$ cat config.mk
export PLATFORM = sky130hd
export DESIGN_NAME = rgb_fader
export DESIGN_NICKNAME = d
export VERILOG_FILES = /design/src/rtl/rgb_fader.sv
export SDC_FILE = /design/constraint.sdc
export NUM_CORES = 1
export LEC_CHECK = 0
export CORE_AREA = 8 8 154 156
export DETAILED_ROUTE_END_ITERATION = 10
export DIE_AREA = 0 0 162 164
export DONT_BUFFER_PORTS = 1
export PLACE_DENSITY = 0.58
export SYNTH_ARGS = -nofsm -noshare
export SYNTH_HDL_FRONTEND = slang
export SYNTH_SLANG_ARGS = --single-unit
$ cat constraint.sdc
create_clock -name clk -period 7.29 [get_ports clk]
set_input_delay 1.0935 -clock clk [delete_from_list [all_inputs] [get_ports clk]]
set_output_delay 1.0935 -clock clk [all_outputs]
set_load 0.05 [all_outputs]
$ cat src/rtl/rgb_fader.sv
// rtl/rgb_fader.sv - jumps or linearly fades three 8-bit PWM levels toward a commanded 24-bit colour
// Optional gamma mapping on the duty outputs is enabled by defining RGB_FADER_GAMMA_EN.
module rgb_fader #(
    parameter int unsigned TICK_DIV = 390625,
    parameter int unsigned STEP     = 1
) (
    input  logic        clk,
    input  logic        rst,
    input  logic        cmd_valid,
    output logic        cmd_ready,
    input  logic [23:0] cmd_rgb,
    input  logic        cmd_instant,
    output logic [7:0]  duty_r,
    output logic [7:0]  duty_g,
    output logic [7:0]  duty_b,
    output logic        busy
);
    typedef enum logic {
        ST_IDLE = 1'b0,
        ST_FADE = 1'b1
    } state_t;

    localparam logic [23:0] PRESC_LAST = 24'(TICK_DIV - 1);
    localparam logic [8:0]  STEP9      = 9'(STEP);

    state_t          state_q, state_d;
    logic [2:0][7:0] lvl_q, lvl_d;
    logic [2:0][7:0] tgt_q, tgt_d;
    logic [2:0][7:0] stepped;
    logic [2:0][7:0] duty_q, duty_d;
    logic [23:0]     presc_q, presc_d;

    // Moves one channel by min(STEP, |tgt-lvl|) toward tgt; 9-bit math keeps it from wrapping.
    function automatic logic [7:0] step_toward(input logic [7:0] lvl, input logic [7:0] tgt);
        logic [8:0] diff;
        logic [8:0] d;
        diff = (tgt > lvl) ? ({1'b0, tgt} - {1'b0, lvl}) : ({1'b0, lvl} - {1'b0, tgt});
        d    = (diff < STEP9) ? diff : STEP9;
        return (tgt > lvl) ? 8'({1'b0, lvl} + d) : 8'({1'b0, lvl} - d);
    endfunction

    function automatic logic [7:0] duty_map(input logic [7:0] x);
`ifdef RGB_FADER_GAMMA_EN
        logic [15:0] prod;
        prod = 16'(x) * (16'(x) + 16'd1);
        return prod[15:8];
`else
        return x;
`endif
    endfunction

    always_comb begin
        state_d = state_q;
        lvl_d   = lvl_q;
        tgt_d   = tgt_q;
        presc_d = presc_q;
        for (int c = 0; c < 3; c++) begin
            stepped[c] = step_toward(lvl_q[c], tgt_q[c]);
            duty_d[c]  = duty_map(lvl_q[c]);
        end
        case (state_q)
            ST_IDLE: begin
                if (cmd_valid) begin
                    tgt_d = cmd_rgb;
                    if (cmd_instant) begin
                        lvl_d = cmd_rgb;
                    end else if (cmd_rgb != lvl_q) begin
                        presc_d = 24'd0;
                        state_d = ST_FADE;
                    end
                end
            end
            ST_FADE: begin
                if (presc_q == PRESC_LAST) begin
                    presc_d = 24'd0;
                    lvl_d   = stepped;
                    if (stepped == tgt_q) begin
                        state_d = ST_IDLE;
                    end
                end else begin
                    presc_d = presc_q + 24'd1;
                end
            end
            default: state_d = ST_IDLE;
        endcase
    end

    always_ff @(posedge clk) begin
        if (rst) begin
            state_q <= ST_IDLE;
            lvl_q   <= '0;
            tgt_q   <= '0;
            presc_q <= '0;
            duty_q  <= '0;
        end else begin
            state_q <= state_d;
            lvl_q   <= lvl_d;
            tgt_q   <= tgt_d;
            presc_q <= presc_d;
            duty_q  <= duty_d;
        end
    end

    assign cmd_ready = (state_q == ST_IDLE);
    assign busy      = (state_q == ST_FADE);
    assign duty_r    = duty_q[2];
    assign duty_g    = duty_q[1];
    assign duty_b    = duty_q[0];
endmodule

Word level (Yosys, flattened, before mapping)
Index checks and enable logic that the tools add are counted.
W data, S select, Z words.
{ "word_totals": {"ff_bits": 97, "latch_bits": 0, "ram_bits": 0, "romBits": 0, "input_bits": 28, "out_inout_bits": 26, "word_cells": 66, "n_memories": 0} }
{ "classes": {"addsub": 13, "multipliers": 0, "div_mod_pow": 0, "order_cmp": 6, "n_eq_ne": 8, "n_shift": 0, "muxes": 24, "n_bitwise": 1, "reduce_logical": 3} }
{ "op_table": {"columns": ["op", "n"], "rows": [
  ["$mux W24", 7],
  ["$pmux W24 S2", 2],
  ["$sub A8 B8 Y9", 6],
  ["$mux W8", 6],
  ["$lt A9 B1 Y1 const B", 3],
  ["$mux W9", 3],
  ["$add A24 B1 Y24 const B", 1],
  ["$add A8 B8 Y8", 3],
  ["$eq A24 B19 Y1 const B", 1],
  ["$eq A24 B24 Y1", 1],
  ["$gt A8 B8 Y1", 3],
  ["$ne A24 B24 Y1", 1],
  ["$sub A8 B8 Y8", 3],
  ["$ne A2 B1 Y1 const B", 3],
  ["$reduce_and A3 Y1", 2],
  ["$mux W1", 5],
  ["$ne A2 B2 Y1 const B", 2],
  ["$pmux W1 S2", 1],
  ["$reduce_and A2 Y1", 1],
  ["$not A1 Y1", 1]
]} }

Depth between registers and ports, before layout
Gate-level depths: netlist of run 1.
{ "logic_depth": {"depth_word": 10, "depth_mapped": 25, "mapped_depth_nobuf": 25} }

Worst setup path before layout of run 1
No wires, ideal clock.
{ "synth_timing": {"kind": "register -> register", "from": "reg tgt_q[4] in the netlist's numbering", "to": "reg state_q (netlist: busy)", "setup_time_ns": 0.120, "arrival_time_ns": 5.451, "required_time_ns": 7.170, "path_slack_ns": 1.720, "stages_incl_launch_ff": 24, "n_path_buf": 1, "synth_period_minus_slack_ns": 5.570, "cell_sequence": "dfxtp_1 > inv_1 > ha_1 > clkbuf_1 > nand4_1 > a21oi_1 > o21a_1 > mux2_2 > a2111o_1 > a2111oi_2 > nand3_1 > inv_1 > ha_1 > and2_1 > fa_1 > xnor2_1 > xnor2_1 > o2111ai_1 > a2111oi_0 > nand4_1 > nor3_1 > nand4_1 > or4_1 > o31a_1"} }
{ "synth_between": {"elab_chain_len": 10, "word_cells_on_any_way": 13, "cone_classes": "add/sub: 4; order compare: 2; eq/ne: 1; mux: 6"} }
{ "synth_rtl": {"columns": ["element", "line", "rtl"], "rows": [
  ["from (decl)", "28", "logic [2:0][7:0] tgt_q, tgt_d;"],
  ["from (signal assigned)", "98", "tgt_q <= tgt_d;"],
  ["$sub A8 B8 Y9 or $gt A8 B8 Y1 (tied branches)", "37, 39", null],
  ["$mux W9", "37", "diff = (tgt > lvl) ? ({1'b0, tgt} - {1'b0, lvl}) : ({1'b0, lvl} - {1'b0, tgt});"],
  ["$lt A9 B1 Y1", "38", "d = (diff < STEP9) ? diff : STEP9;"],
  ["$mux W8", "38", null],
  ["$sub A8 B8 Y8 or $add A8 B8 Y8 (tied branches)", "39", "return (tgt > lvl) ? 8'({1'b0, lvl} + d) : 8'({1'b0, lvl} - d);"],
  ["$mux W8", "39", null],
  ["$eq A24 B24 Y1 (*)", "77", "if (stepped == tgt_q) begin"],
  ["$mux W1 (*)", "77", null],
  ["$mux W1 (*)", "74", "if (presc_q == PRESC_LAST) begin"],
  ["$pmux W1 S2 (*)", "61", "case (state_q)"],
  ["to (signal assigned)", "96", "state_q <= state_d;"],
  ["to (decl)", "26", "state_t state_q, state_d;"]
]} }
Mark *: on every way between the ends. The rest lies on a longest branch, timed or not.
A chain may end at the register's enable or synchronous reset.

Worst setup path after layout of run 1
Same ends and word-level chain as after synthesis.

==> impl_metrics.csv, run 1 <==
group,metric,value,unit
logic_synthesis,synth-edff-count,0,
cts,clock-sinks,97,
cts,root_buffer,"clkbuf_16",
sta,max_freq,0.1541,GHz
cells_and_area,drive_gt1_share,5.338,%
sta,worst_pin_slew,1.136,ns
routing,wl_per_cell,17.32,µm
place,pre_cts_ws,0.8161,ns
die,start_util,38.99,%
place,io_buffer_count,0,
sta,rsz0062_at_grt,"false",
cells_and_area,area_delta_synth_final,5.050,%
die,fp.dieW,162,µm
worst_hold_path,hold_path.class,"reg -> reg",
global_routing,grt_antenna_before_repair,0,
sta,slew_headroom,24.03,%
global_routing,grt_pass1_vias,7034,
cts,clockBufferDepth,2,
sta,min_period,6.491,ns
critical_path,worstSetupEndpointType,"flip-flop",
logic_synthesis,synth_top_area_cell,"dfxtp_1",
routing,via_per_inst,5.558,
sta,skew,0.01897,ns
logic_synthesis,netlist_top_cells_area,"dfxtp_1, ha_1, a21oi_1",
outcome,status,"complete, no violations",
logic_synthesis,ys.flop_type,"dfxtp_1",
pwr,p_leak,0.003341,µW
routing,drc,0,
global_routing,grt-ovfl-total,0,
cts,cts_hold_buf,0,
logic_synthesis,yosysWarningCount,0,
cells_and_area,nNetsFinal,1155,
logic_synthesis,netlist_area,8325,µm²
routing,firstDrtPassIters,6,
logic_synthesis,syn_inst,1085,
pwr,ir_drop,0.1152,mV
cts,cts_setup_buffers,0,
critical_path,path_class,"reg -> reg",
sta,period_share,89.04,%
global_routing,grt_max_degree,98,
logic_synthesis,synth_cell_types,84,
cts,cts_max_level,3,
global_routing,grt_usage,17.41,%
die,die_h,164,µm
sta,worst_slack,0.7993,ns
global_routing,grt_pass1_wl,37490,µm
critical_path,critPathMaxFanout,14,
cts,path_clk_slew,0.08,ns
place,place_hpwl,17190,µm
routing,ant_nets,0,
sta,finalHoldViolations,0,
logic_synthesis,yosysSeqAreaShare,23.32,%
routing,drtIter0Drc,546,
run,drv_cap,0,
critical_path,cp.arrival,6.75,ns
place,place_congestion,0.8620,
logic_synthesis,syn_avg_cell_area,7.673,µm²
cts,clk_latency,0.37,ns
routing,via_count,7387,
die,die_area,26570,µm²
die,core,21350,µm²
sta,final_max_slew_viol_count,0,
critical_path,start_kind,"flip-flop",
sta,finalSetupTns,0,ns
die,io_pins,54,
routing,finalWirelength,23020,µm
die,num_rows,54,
logic_synthesis,async_flop_share,0,%
cells_and_area,n_antenna_cell,0,
sta,setup_viol,0,
pwr,power.density,231.8,nW/µm²
cts,cts_inserted_buffers,9,
logic_synthesis,synth-seq-cells,97,
critical_path,required,7.55,ns
logic_synthesis,synth_top_area_share,23.32,%
cts,cts-resized-gates,0,
cts,cts_tree,"done",
[cell families after synthesis]
logic type | synth area share (%)
fa+ha+maj | 13.29
buf+inv | 6.973
mux | 2.074
flops | 23.32
other cells | 0.04504
simple gates | 22.84
xor+xnor | 8.221
compound gates | 23.23
[area by class of cell]
cell class	instances	area, µm²
Multi-Input combinational cell	852	5823
Tap cell	280	350.3
Sequential cell	97	1943
Clock buffer	10	239.0
Clock inverter	6	67.56
Fill cell	2247	12600
Timing Repair Buffer	2	15.01
Inverter	82	307.8
[Yosys cell counts (4+ instances only)]
cell	count
xor2_1	18
inv_1	81
buf_6	4
o211ai_1	13
nor2b_1	14
and2_1	9
a221oi_1	11
and3_1	9
buf_2	4
nand3b_1	9
xnor2_1	55
nand2b_1	15
nor3b_1	4
o21a_1	6
fa_1	9
o21ai_0	51
a31oi_1	10
a21boi_0	4
a211oi_1	20
nand3_1	23
nand2_1	101
o21bai_1	7
nand4_1	21
ha_1	74
dfxtp_1	97
mux2i_1	15
nor4b_1	5
or2_2	11
clkbuf_1	41
nor3_1	21
or3_1	6
nor4_1	7
nor2_1	97
a21oi_1	115
a21o_1	17
o31a_1	4
or4_1	6
[worst max-delay path, stage by stage, from the launching register on]
cell and delay, ns:
dfxtp_1 0.40, inv_1 0.06, ha_1 0.44, a21oi_1 0.23
o21ai_1 0.16, o31ai_2 0.85, a221oi_1 0.24, a211o_1 0.35
a2111oi_2 0.45, nand3_1 0.20, inv_1 0.09, ha_1 0.21
and2_1 0.16, fa_1 0.44, xnor2_1 0.24, xnor2_1 0.17
o2111ai_1 0.11, a2111oi_0 0.40, nand4_1 0.13, nor3_1 0.19
nand4_1 0.11, or4_1 0.49, o31a_1 0.25
[registers in the layout (all words and copies together) (netlist names)]
signal,flops
duty_r,8
duty_d,24
busy,1
presc_q,24
tgt_q,24
duty_g,8
duty_b,8
[final timing paths]
path | slack (ns) | startpoint | cells after the start | end
worst max-delay path | 0.80 | tgt_q[4] | 22 | busy
worst min-delay path | 0.48 | tgt_q[15] | 2 | tgt_q[15]
worst max register to register | 0.80 | tgt_q[4] | 22 | busy
worst min register to register | 0.48 | tgt_q[15] | 2 | tgt_q[15]
[cell usage in the layout (no fill, tap or decap), types with 13 or more instances in the layout]
| cell | n |
|---|---|
| nand2_1 | 101 |
| xnor2_1 | 55 |
| xor2_1 | 18 |
| nor3_1 | 21 |
| a21o_1 | 17 |
| o211ai_1 | 13 |
| nand4_1 | 21 |
| a21oi_1 | 114 |
| dfxtp_1 | 96 |
| inv_1 | 81 |
| o21ai_0 | 51 |
| nand2b_1 | 15 |
| nor2_1 | 97 |
| nor2b_1 | 13 |
| a211oi_1 | 20 |
| mux2i_1 | 15 |
| ha_1 | 74 |
| nand3_1 | 23 |
[per-stage QoR]
step	hold slack, ns	cell area (µm²)	total power (µW)	util, %	instances
after global routing	0.4870	8746	2162	40.96	1329
after global placement	0.4596	8439	1527	39.53	1313
final	0.4787	8746	2027	40.96	1329
after detailed placement	0.4615	8439	1523	39.53	1313
after floorplan	0.4536	8333	1351	-	1087
after CTS	0.4730	8746	2033	40.96	1329
[metal layers]
metal | GRT usage, % | vias to the layer above | wire, µm
met5 | 0 | - | 0
met4 | 4.588 | 0 | 301
met3 | 3.283 | 20 | 1257
met2 | 29.12 | 149 | 10830
met1 | 22.62 | 3468 | 10630
li1 | - | 3750 | -
[power by group]
part | internal (µW) | leakage (µW) | switching, µW
Combinational | 388 | 0.00240 | 532
Sequential | 553 | 0.000792 | 49.1
Clock | 253 | 0.000151 | 251
Total | 1200 | 0.00334 | 832
Power figures use the tool's default switching activity.
==> run 2: changes to the inputs <==
--- a/config.mk
+++ b/config.mk
@@ -5,9 +5,9 @@
 export SDC_FILE = /design/constraint.sdc
 export NUM_CORES = 1
 export LEC_CHECK = 0
-export CORE_AREA = 8 8 154 156
+export CORE_AREA = 2 2 148 150
 export DETAILED_ROUTE_END_ITERATION = 10
-export DIE_AREA = 0 0 162 164
+export DIE_AREA = 0 0 150 152
 export DONT_BUFFER_PORTS = 1
 export PLACE_DENSITY = 0.58
 export SYNTH_ARGS = -nofsm -noshare
==> impl_metrics.csv, run 2 (same netlist as run 1, synthesis figures left out) <==
group,metric,value,unit
worst_hold_path,hold_path.class,"reg -> reg",
routing,via_count,7394,
run,drv_cap,0,
critical_path,start_kind,"flip-flop",
routing,firstDrtPassIters,6,
cells_and_area,nNetsFinal,1155,
sta,worst_slack,0.8790,ns
critical_path,critPathMaxFanout,14,
global_routing,grt_pass1_vias,6883,
sta,max_freq,0.1560,GHz
die,core,21350,µm²
critical_path,cp.arrival,6.68,ns
pwr,p_leak,0.003351,µW
cts,root_buffer,"clkbuf_16",
sta,skew,0.01412,ns
die,num_rows,54,
critical_path,path_class,"reg -> reg",
sta,rsz0062_at_grt,"false",
routing,wl_per_cell,17.03,µm
sta,finalSetupTns,0,ns
sta,worst_pin_slew,1.166,ns
die,io_pins,54,
cells_and_area,finish.instance_area,8772,µm²
sta,whs,0.4852,ns
critical_path,required,7.56,ns
place,placed_area,8439,µm²
die,fp.dieW,150,µm
cells_and_area,drive_gt1_share,5.338,%
routing,via_per_inst,5.564,
cts,cts_inserted_buffers,9,
die,start_util,38.99,%
place,io_buffer_count,0,
global_routing,grt-ovfl-total,0,
cells_and_area,area_delta_synth_final,5.365,%
cts,cts_setup_buffers,0,
cts,clockBufferDepth,2,
place,place_congestion,0.8910,
die,die_h,152,µm
critical_path,worstSetupEndpointType,"flip-flop",
sta,slew_headroom,22.01,%
pwr,ir_drop,0.1073,mV
global_routing,grt_usage,20.27,%
outcome,status,"complete, no violations",
pwr,power.density,234.6,nW/µm²
cts,cts_hold_buf,0,
global_routing,grt_antenna_before_repair,0,
cells_and_area,layout_common_cells,"a21oi_1, nand2_1, nor2_1",
global_routing,grt_max_degree,98,
sta,finalHoldViolations,0,
sta,min_period,6.411,ns
cts,cts-resized-gates,0,
routing,drc,0,
global_routing,grt_pass1_wl,37150,µm
cts,path_clk_slew,0.08,ns
cells_and_area,n_antenna_cell,0,
die,die_area,22800,µm²
sta,final_max_slew_viol_count,0,
routing,finalWirelength,22630,µm
pwr,p_total,2058,µW
sta,setup_viol,0,
cts,cts_max_level,3,
cts,cts_tree,"done",
cts,clk_latency,0.38,ns
cells_and_area,final_common_cell,"a21oi_1",
sta,period_share,87.94,%
routing,drtIter0Drc,578,
place,place_hpwl,17040,µm
routing,ant_nets,0,
cts,clock-sinks,97,
place,pre_cts_ws,0.9167,ns
run 2: cell type report:
type,instances,area [µm²]
fillers,2264,12580
multi-input cells,852,5823
flip-flops and latches,97,1943
well taps,280,350.3
inverters,82,307.8
clock buffers,9,225.2
clock inverters,7,107.6
repair buffers,2,15.01
run 2: metrics by stage:
| stage | cells | utilization [%] |
|---|---|---|
| finish | 1329 | 41.09 |
| global route | 1329 | 41.09 |
| CTS | 1329 | 41.09 |
| detailed placement | 1313 | 39.53 |
| global placement | 1313 | 39.53 |
| floorplan | 1087 | - |
run 2: path summary, 6_finish.rpt:
check,startpoint,end,slack [ns],depth (start not counted)
worst min-delay path,tgt_q[11],tgt_q[11],0.49,2
worst min register to register,tgt_q[11],tgt_q[11],0.49,2
worst max-delay path,tgt_q[4],busy,0.88,22
worst max register to register,tgt_q[4],busy,0.88,22
run 2: critical path, stage by stage, from the launching register on:
cell and delay (ns):
dfxtp_1 0.39, inv_1 0.06, ha_1 0.42, a21oi_1 0.23, o21ai_1 0.16, o31ai_2 0.85, a221oi_1 0.22, a211o_1 0.33
a2111oi_2 0.44, nand3_1 0.20, inv_1 0.09, ha_1 0.22, and2_1 0.16, fa_1 0.44, xnor2_1 0.23, xnor2_1 0.18
o2111ai_1 0.12, a2111oi_0 0.40, nand4_1 0.13, nor3_1 0.17, nand4_1 0.11, or4_1 0.50, o31a_1 0.25
run 2: power breakdown:
part | total, µW | internal (µW) | switching (µW)
Clock | 540 | 280 | 260
Sequential | 605 | 553 | 51.7
Combinational | 913 | 388 | 524
run 2: layer usage:
| layer | wire, µm | track usage (%) |
|---|---|---|
| met4 | 388 | 5.391 |
| met3 | 1074 | 4.114 |
| met1 | 10770 | 28.26 |
| met5 | 0 | 0 |
| met2 | 10400 | 31.79 |
==> run 3: changes to the inputs <==
--- a/config.mk
+++ b/config.mk
@@ -8,8 +8,7 @@
 export CORE_AREA = 2 2 148 150
 export DETAILED_ROUTE_END_ITERATION = 10
 export DIE_AREA = 0 0 150 152
-export DONT_BUFFER_PORTS = 1
-export PLACE_DENSITY = 0.58
+export PLACE_DENSITY = 0.61
 export SYNTH_ARGS = -nofsm -noshare
 export SYNTH_HDL_FRONTEND = slang
 export SYNTH_SLANG_ARGS = --single-unit
==> impl_metrics.csv, run 3 (same netlist as run 1, synthesis figures left out) <==
group,metric,value,unit
die,core,21350,µm²
critical_path,crit_buf_inv,2,
global_routing,grt_pass1_vias,7141,
outcome,status,"complete, no violations",
die,fp.dieW,150,µm
critical_path,critPathMaxFanout,14,
cells_and_area,final_common_cell,"a21oi_1",
critical_path,required,7.53,ns
critical_path,path_class,"reg -> reg",
sta,rsz0062_at_grt,"false",
die,start_util,38.99,%
global_routing,grt_pass1_wl,37050,µm
routing,finalWirelength,22730,µm
cts,cts-resized-gates,0,
pwr,p_sw_share,40.42,%
routing,wl_per_cell,16.43,µm
sta,min_period,6.560,ns
routing,via_per_inst,5.497,
die,num_rows,54,
pwr,p_int,1220,µW
routing,ant_nets,0,
cts,cts_inserted_buffers,9,
pwr,pwr-share-comb,47.7,%
sta,finalSetupTns,0,ns
sta,period_share,89.99,%
pwr,seq_power_share,28.7,%
cts,cts_tree,"done",
global_routing,grt-ovfl-total,0,
die,die_area,22800,µm²
cts,cts_max_level,3,
worst_hold_path,hold_path.class,"reg -> reg",
pwr,power.density,221.1,nW/µm²
die,die_h,152,µm
place,pre_cts_ws,0.7645,ns
sta,worst_pin_slew,1.098,ns
cells_and_area,drive_gt1_share,5.077,%
global_routing,grt_max_degree,98,
cts,clockBufferDepth,2,
cts,clock-sinks,97,
critical_path,cp.arrival,6.80,ns
sta,skew,0.01216,ns
critical_path,crit_chain,"inv_1 > ha_1 > a21oi_1 > o21ai_1 > o31ai_2 > a221oi_1 > a211o_1 > a2111oi_2 > nand3_1 > inv_1 > ha_1 > and2_1 > fa_1 > xnor2_1 > xnor2_1 > o2111ai_1 > a2111oi_0 > nand4_1 > nor3_1 > nand4_1 > or4_1 > o31a_1",
cts,clk_latency,0.36,ns
sta,setup_viol,0,
sta,worst_slack,0.7296,ns
cells_and_area,area_delta_synth_final,11.23,%
cts,cts_setup_buffers,0,
routing,firstDrtPassIters,5,
critical_path,crit_path_max_incr_delay,0.89,ns
sta,slew_headroom,26.79,%
pwr,ir_drop,0.1370,mV
sta,max_freq,0.1524,GHz
pwr,p_leak,0.003533,µW
place,io_buffer_count,53,
cells_and_area,nNetsFinal,1209,
critical_path,crit_family,"compound AO/OA/AOI/OAI gates",
die,io_pins,54,
place,place_hpwl,16930,µm
routing,drc,0,
place,place_congestion,0.9212,
critical_path,crit_slowest_cell,"o31ai_2",
global_routing,grt_antenna_before_repair,0,
cells_and_area,layout_common_cells,"a21oi_1, nand2_1, nor2_1",
pwr,pwr-share-clk,23.6,%
run,drv_cap,0,
critical_path,start_kind,"flip-flop",
global_routing,grt_usage,20.03,%
routing,via_count,7603,
critical_path,worstSetupEndpointType,"flip-flop",
cts,root_buffer,"clkbuf_16",
sta,final_max_slew_viol_count,0,
cells_and_area,n_antenna_cell,0,
cts,cts_hold_buf,0,
cts,path_clk_slew,0.07,ns
sta,finalHoldViolations,0,
pwr,p_switching,827.4,µW
routing,drtIter0Drc,467,
[run 3: cell types whose count changed in the layout (fill, tap and decap cells not counted), moves of 2 or more]
cell,before,now
clkdlybuf4s50_1,0,52
clkinv_8,3,0
buf_4,2,4
clkbuf_8,0,2
[run 3: layout make-up]
cell class                      instances  area (µm²)
Fill cell                            2254       12090
Sequential cell                        97        1943
Clock buffer                           11       252.7
Inverter                               82       307.8
Clock inverter                          5       42.54
Tap cell                              280       350.3
Timing Repair Buffer                   56       550.5
Multi-Input combinational cell        852        5813
[run 3: per-stage QoR]
step           instances  total power, µW  cell area, µm²  hold slack [ns]  util [%]
5_1_grt             1383             2188            9260           0.4951     43.37
3_3_place_gp        1367             1566            8965           0.4627     41.99
4_1_cts             1383             2054            9260           0.4780     43.37
6_report            1383             2047            9260           0.4779     43.37
3_5_place_dp        1367             1564            8965           0.4667     41.99
2_1_floorplan       1087             1351            8333           0.4536         -
[run 3: path summary, 6_finish.rpt]
check	slack, ns	cells after the start	from	endpoint
max	0.73	22	tgt_q[4]	busy
min reg2reg	0.48	2	tgt_q[15]	tgt_q[15]
max reg2reg	0.73	22	tgt_q[4]	busy
min	0.48	2	tgt_q[15]	tgt_q[15]
[run 3: power by group through the flow]
| stage | Clock [µW] | Combinational, µW | Sequential (µW) |
|---|---|---|---|
| 2_1_floorplan | 0 | 743 | 607 |
| 3_3_place_gp | 0 | 967 | 599 |
| 3_5_place_dp | 0 | 965 | 600 |
| 4_1_cts | 496 | 971 | 588 |
| 5_1_grt | 517 | 1080 | 591 |
| 6_report | 483 | 977 | 587 |
[run 3: tightest hold or removal path, stage by stage, from the launching register on]
cell	delay [ns]
dfxtp_1	0.33
nand2_1	0.06
a21oi_1	0.05
[run 3: routing by layer]
layer  global-route usage (%)  wire length, µm  vias up
met5                        0                0        -
met4                    4.043              263        0
met3                    3.033              827       21
met2                    32.83            10680      138
met1                    27.90            10960     3583
li1                         -                -     3861
